`config.mk`:
```
export PLATFORM = sky130hd
export DESIGN_NAME = if_stage_regs
export DESIGN_NICKNAME = d
export VERILOG_FILES = /design/src/rtl/if_stage_regs_pkg.sv /design/src/rtl/if_stage_regs_pc_reg.sv /design/src/rtl/if_stage_regs.sv
export SDC_FILE = /design/constraint.sdc
export NUM_CORES = 1
export LEC_CHECK = 0
export CORE_MARGIN = 5
export CORE_UTILIZATION = 35
export DETAILED_ROUTE_END_ITERATION = 16
export GPL_TIMING_DRIVEN = 0
export SETUP_SLACK_MARGIN = 0.15
export SLEW_MARGIN = 40
export SYNTH_ARGS = -nofsm -noshare
export SYNTH_HDL_FRONTEND = slang
export SYNTH_HIERARCHICAL = 1
export SYNTH_SLANG_ARGS = --single-unit
```
`constraint.sdc`:
```
create_clock -name clk -period 2.7 [get_ports clk]
set_clock_uncertainty 0.1 [all_clocks]
set_input_delay 0.81 -clock clk [delete_from_list [all_inputs] [get_ports clk]]
set_output_delay 0.81 -clock clk [all_outputs]
set_load 0.005 [all_outputs]
```
`src/rtl/if_stage_regs_pkg.sv`:
```
`default_nettype none
//============================================================================
// Module   : if_stage_regs_pkg
// Desc     : Shared pipeline constants and types for the fetch stage and the
//            ID/EX bubble insertion logic.
// Revision : 1.0 - initial release
//============================================================================
package if_stage_regs_pkg;

    localparam int XLEN = 32;

    // addi x0,x0,0 -- the canonical bubble encoding for every pipeline stage
    localparam logic [XLEN-1:0] NOP_INSTR        = 32'h0000_0013;
    localparam logic [XLEN-1:0] DEFAULT_RESET_PC = 32'h0000_0000;
    localparam logic [XLEN-1:0] PC_STEP          = 32'd4;

    typedef struct packed {
        logic [XLEN-1:0] pc;
        logic [XLEN-1:0] instr;
        logic            valid;
    } if_id_t;

    localparam if_id_t IF_ID_BUBBLE = '{pc: '0, instr: NOP_INSTR, valid: 1'b0};

    function automatic if_id_t make_if_id(input logic [XLEN-1:0] pc,
                                          input logic [XLEN-1:0] instr);
        if_id_t r;
        r.pc    = pc;
        r.instr = instr;
        r.valid = 1'b1;
        return r;
    endfunction

endpackage
`default_nettype wire

```
`src/rtl/if_stage_regs_pc_reg.sv`:
```
`default_nettype none
//============================================================================
// Module   : if_stage_regs_pc_reg
// Desc     : Program counter register: reset > redirect > hold > +4 advance.
// Revision : 1.0 - initial release
//============================================================================
module if_stage_regs_pc_reg
    import if_stage_regs_pkg::*;
#(
    parameter logic [XLEN-1:0] RESET_PC = DEFAULT_RESET_PC
) (
    input  logic            clk,
    input  logic            rst,
    input  logic            i_redirect,
    input  logic [XLEN-1:0] i_target,
    input  logic            i_advance,
    output logic [XLEN-1:0] o_pc
);

    logic [XLEN-1:0] r_pc;
    logic [XLEN-1:0] w_target_aligned;
    logic            w_unused_target_lsbs;

    // Instructions are word aligned; the low target bits carry no information.
    assign w_target_aligned     = {i_target[XLEN-1:2], 2'b00};
    assign w_unused_target_lsbs = &{1'b0, i_target[1:0]};

    always_ff @(posedge clk) begin
        if (rst) begin
            r_pc <= RESET_PC;
        end else if (i_redirect) begin
            r_pc <= w_target_aligned;
        end else if (i_advance) begin
            r_pc <= r_pc + PC_STEP;
        end
    end

    assign o_pc = r_pc;

endmodule
`default_nettype wire

```
`src/rtl/if_stage_regs.sv`:
```
`default_nettype none
//============================================================================
// Module   : if_stage_regs
// Desc     : Fetch stage: PC, IF/ID pipeline register, stall/flush counters.
// Revision : 1.0 - initial release
//============================================================================
module if_stage_regs
    import if_stage_regs_pkg::*;
#(
    parameter logic [31:0] RESET_PC = DEFAULT_RESET_PC,
    parameter int          CNT_W    = 16
) (
    input  logic             clk,
    input  logic             reset,
    input  logic             PCwrite,
    input  logic             IF_IDwrite,
    input  logic             PCSrc,
    input  logic [31:0]      branch_target,
    output logic [31:0]      imem_addr,
    input  logic [31:0]      imem_instr,
    output logic [31:0]      IF_ID_pc,
    output logic [31:0]      IF_ID_instr,
    output logic             IF_ID_valid,
    output logic [CNT_W-1:0] stall_count,
    output logic [CNT_W-1:0] flush_count
);

    localparam logic [CNT_W-1:0] c_cnt_max = {CNT_W{1'b1}};
    localparam logic [CNT_W-1:0] c_cnt_one = CNT_W'(1);

    logic [XLEN-1:0]  w_pc;
    logic             w_stall_event;
    if_id_t           r_if_id;
    logic [CNT_W-1:0] r_stall_count;
    logic [CNT_W-1:0] r_flush_count;

    if_stage_regs_pc_reg #(
        .RESET_PC (RESET_PC)
    ) u_pc_reg (
        .clk        (clk),
        .rst        (reset),
        .i_redirect (PCSrc),
        .i_target   (branch_target),
        .i_advance  (PCwrite),
        .o_pc       (w_pc)
    );

    // A redirect comes from an older instruction, so it outranks a load-use stall.
    always_ff @(posedge clk) begin
        if (reset) begin
            r_if_id <= IF_ID_BUBBLE;
        end else if (PCSrc) begin
            r_if_id <= IF_ID_BUBBLE;
        end else if (IF_IDwrite) begin
            r_if_id <= make_if_id(w_pc, imem_instr);
        end
    end

    assign w_stall_event = !PCwrite && !PCSrc;

    always_ff @(posedge clk) begin
        if (reset) begin
            r_stall_count <= '0;
            r_flush_count <= '0;
        end else begin
            if (w_stall_event && (r_stall_count != c_cnt_max)) begin
                r_stall_count <= r_stall_count + c_cnt_one;
            end
            if (PCSrc && (r_flush_count != c_cnt_max)) begin
                r_flush_count <= r_flush_count + c_cnt_one;
            end
        end
    end

    assign imem_addr   = w_pc;
    assign IF_ID_pc    = r_if_id.pc;
    assign IF_ID_instr = r_if_id.instr;
    assign IF_ID_valid = r_if_id.valid;
    assign stall_count = r_stall_count;
    assign flush_count = r_flush_count;

endmodule
`default_nettype wire

```
==> summary.md <==
| Metric | Value |
|---|---|
| Outcome | finished, final reports clean |
| Leak pwr | between 0.003 and 0.004 uW |
| Via count | 5,851 |
| Peak supply drop | 0.3895 mV |
| Vias in the first global route | 5,958 |
| Top_reg_cell synth | dfxtp_1 |
| CP bufs+invs | 1 |
| CTS Hold Bufs | 0 |
| Share of cells above drive strength 1 | 0.08145 |
| FF+latch count, synth | 127 |
| Initial antenna violation count | 1 |
| Post-synth design cell area | 0.005908 mm2 |
| Die W | approximately 140 um |
| Die area | 0.01958 mm2 |
| RSZ-0062 raised after global routing | false |
| Synthesis Warnings | 6 |
| WS Path Type | reg2out |
| Slew margin rel. | 0.4743 |
| Post-synth EDFFs | 0 |
| Initial Util | 0.3563 |
| Peak Freq | 0.4059 GHz |
| Yosys top cell area share | 0.4303 |
| Initial DRC count | 267 |
| Setup bufs post-CTS | 0 |
| Fill count | 1,559 |
| Largest net degree at the start of global routing | 17 |
| Sink Count | 127 |
| Top cells by area, synth | dfxtp_1 (43%), mux2i_1 (12%), nor2_1 (6.7%) |
| Clock-pin slew on the worst setup and hold paths | 0.05 ns |
| Post-route ant nets | 0 |
| Most common cell after layout, fill and taps aside | clkdlybuf4s50_1 |
| Max Cap Violations | 0 |
| # IOs | around 200 |
| Core box area | 0.01658 mm2 |
| RePlAce Congestion | 0.8347 |
| Root Driver | clkbuf_16 |
| Slowest CP cell | clkdlybuf4s50_1 |
| Row Count | 47 |
| DR DRC count | 0 |
| Total wire length | 19,470 um |
| CTS Buf Count | 17 |
| Total grt overflow | 0 |
| Min Clock Period, post-route | 2.464 ns |
| Syn Area/Cell | between 8 and 9 um2 |
| Finish-stage setup viols | 0 |
| IO buf count | between 150 and 200 |
| First-pass GRT wire length | 31,340 um |
| Vias/cell | 5.295 |
| Worst setup EP type | output port |
| Placed cells | approximately 1,100 |
| Gr usage total | 0.1961 |
| Period utilisation layout | 0.9124 |
| Die Y | 139.9 um |
| Delay-heaviest family, CP | buffers and inverters |
| Max Slew Vio Count | 0 |
| Crit path max fanout | 10 |
| Fin cells | around 1,100 |
| Fin Setup TNS | 0 ns |
| CTS max path bufs | 2 |
| TritonCTS clock tree | built |
| Largest area contributor in the netlist | dfxtp_1 |
| Most frequent cells in the layout | clkdlybuf4s50_1 (190), dfxtp_1 (127), nor2_1 (105) |
| H-tree levels | 4 |
| Required time worst endpoint | 1.79 ns |
| Mapped Cells | 660 |
| Worst skew pair latency | 0.41 ns |
| Resized Gates After CTS | 4 |
| P&R area growth vs syn | 48.24% |
| Final count of hold timing violations | 0 |
| Routed length per instance | 17.62 um |
| Util after Layout | 0.5281 |
| Worst Tran Pin Value | 0.7886 ns |
| Max incr delay on CP | 0.59 ns |
| CP arrival | approximately 1.6 ns |
| Yosys cell types | 61 |
| Final #Nets | between 900 and 1,000 |
| Startpoint type of the worst setup path | flop |
| Sequential cell area fraction in the yosys report | 0.4303 |
| Cell area power density | between 500 and 600 mW/mm2 |
| Async SR Flop Fraction | 0 |
| DPL Wire Length | about 15,000 um |
| DRT Pass-1 Iters | 5 |
| Worst hold path class | reg2reg |
| Critical path cell sequence | clkdlybuf4s50_1 |
[report_power, final]
group / internal [uW] / leakage, uW / switching (uW)
Combinational: 289 / 0.00186 / 209
Clock: 1610 / 0.000309 / 833
Sequential: 1940 / 0.00104 / 87.5
[sequential cells by signal, summed over array words and instances (netlist names)]
| register | count |
|---|---|
| IF_ID_pc | 32 |
| flush_count | 16 |
| IF_ID_instr | 32 |
| stall_count | 16 |
| IF_ID_valid | 1 |
| u_pc_reg/o_pc | 30 |
[stage by stage]
step | total power, uW | hold WS [ns] | worst slack (ns) | cell area [um2]
global placement | 2553 | 0.3498 | -0.4357 | 8109
detailed placement | 2564 | 0.3619 | -0.4874 | 8118
floorplan | 2256 | 0.3576 | 0.6046 | 5912
finish | 4968 | 0.3728 | 0.2364 | 8758
CTS | 5033 | 0.3754 | 0.2090 | 8755
global route | 5146 | 0.4087 | 0.1830 | 8758
[layer usage]
metal,vias up,track usage,share of wire
met4,0,0.06272,0.011
li1,2840,-,-
met5,-,0,0
met3,17,0.08180,0.086
met2,197,0.3330,0.50
met1,2797,0.2246,0.40
[Yosys cell counts, types with 10 or more instances]
cell type and number:
nor4_1 16, nor3_1 13, xnor2_1 10, mux2i_1 68, clkbuf_1 20, inv_1 13, a211oi_1 14, nand2_1 34
and3_1 10, nand3_1 20, nand4_1 27, a21oi_1 30, dfxtp_1 127, nor2_1 105, or4_1 12, o31ai_1 12
[path summary, 6_finish.rpt]
check                          from                 to  slack [ns]  cells after the start
hold / removal          IF_ID_valid        IF_ID_valid        0.37                      2
setup / recovery  u_pc_reg/o_pc[19]      imem_addr[19]        0.24                      1
setup reg to reg  u_pc_reg/o_pc[12]  u_pc_reg/o_pc[30]        0.42                      4
hold reg to reg         IF_ID_valid        IF_ID_valid        0.37                      2
[logic make-up (layout without fill, tap and decap cells)]
logic type,after synthesis,after routing,share of synthesized area
compound gates,95,95,0.1086
xor+xnor,15,15,0.02224
fa+ha+maj,3,3,0.006354
buf+inv,55,278,0.04024
flops,127,127,0.4303
mux,73,73,0.1247
other cells,1,3,0.0006347
simple gates,291,291,0.2668
[final cells by class]
class                   count  area (um2)  share of cell area
clock inverters            10       160.2             0.01829
clock buffers              21       470.5             0.05371
repair buffers            192        1919              0.2191
flip-flops and latches    127        2542              0.2903
multi-input cells         479        3149              0.3596
plain buffers              41       186.4             0.02129
well taps                 220       275.3             0.03143
diodes                      1       2.502           0.0002857
inverters                  14       52.55            0.006000
Power figures use the tool's default switching activity.
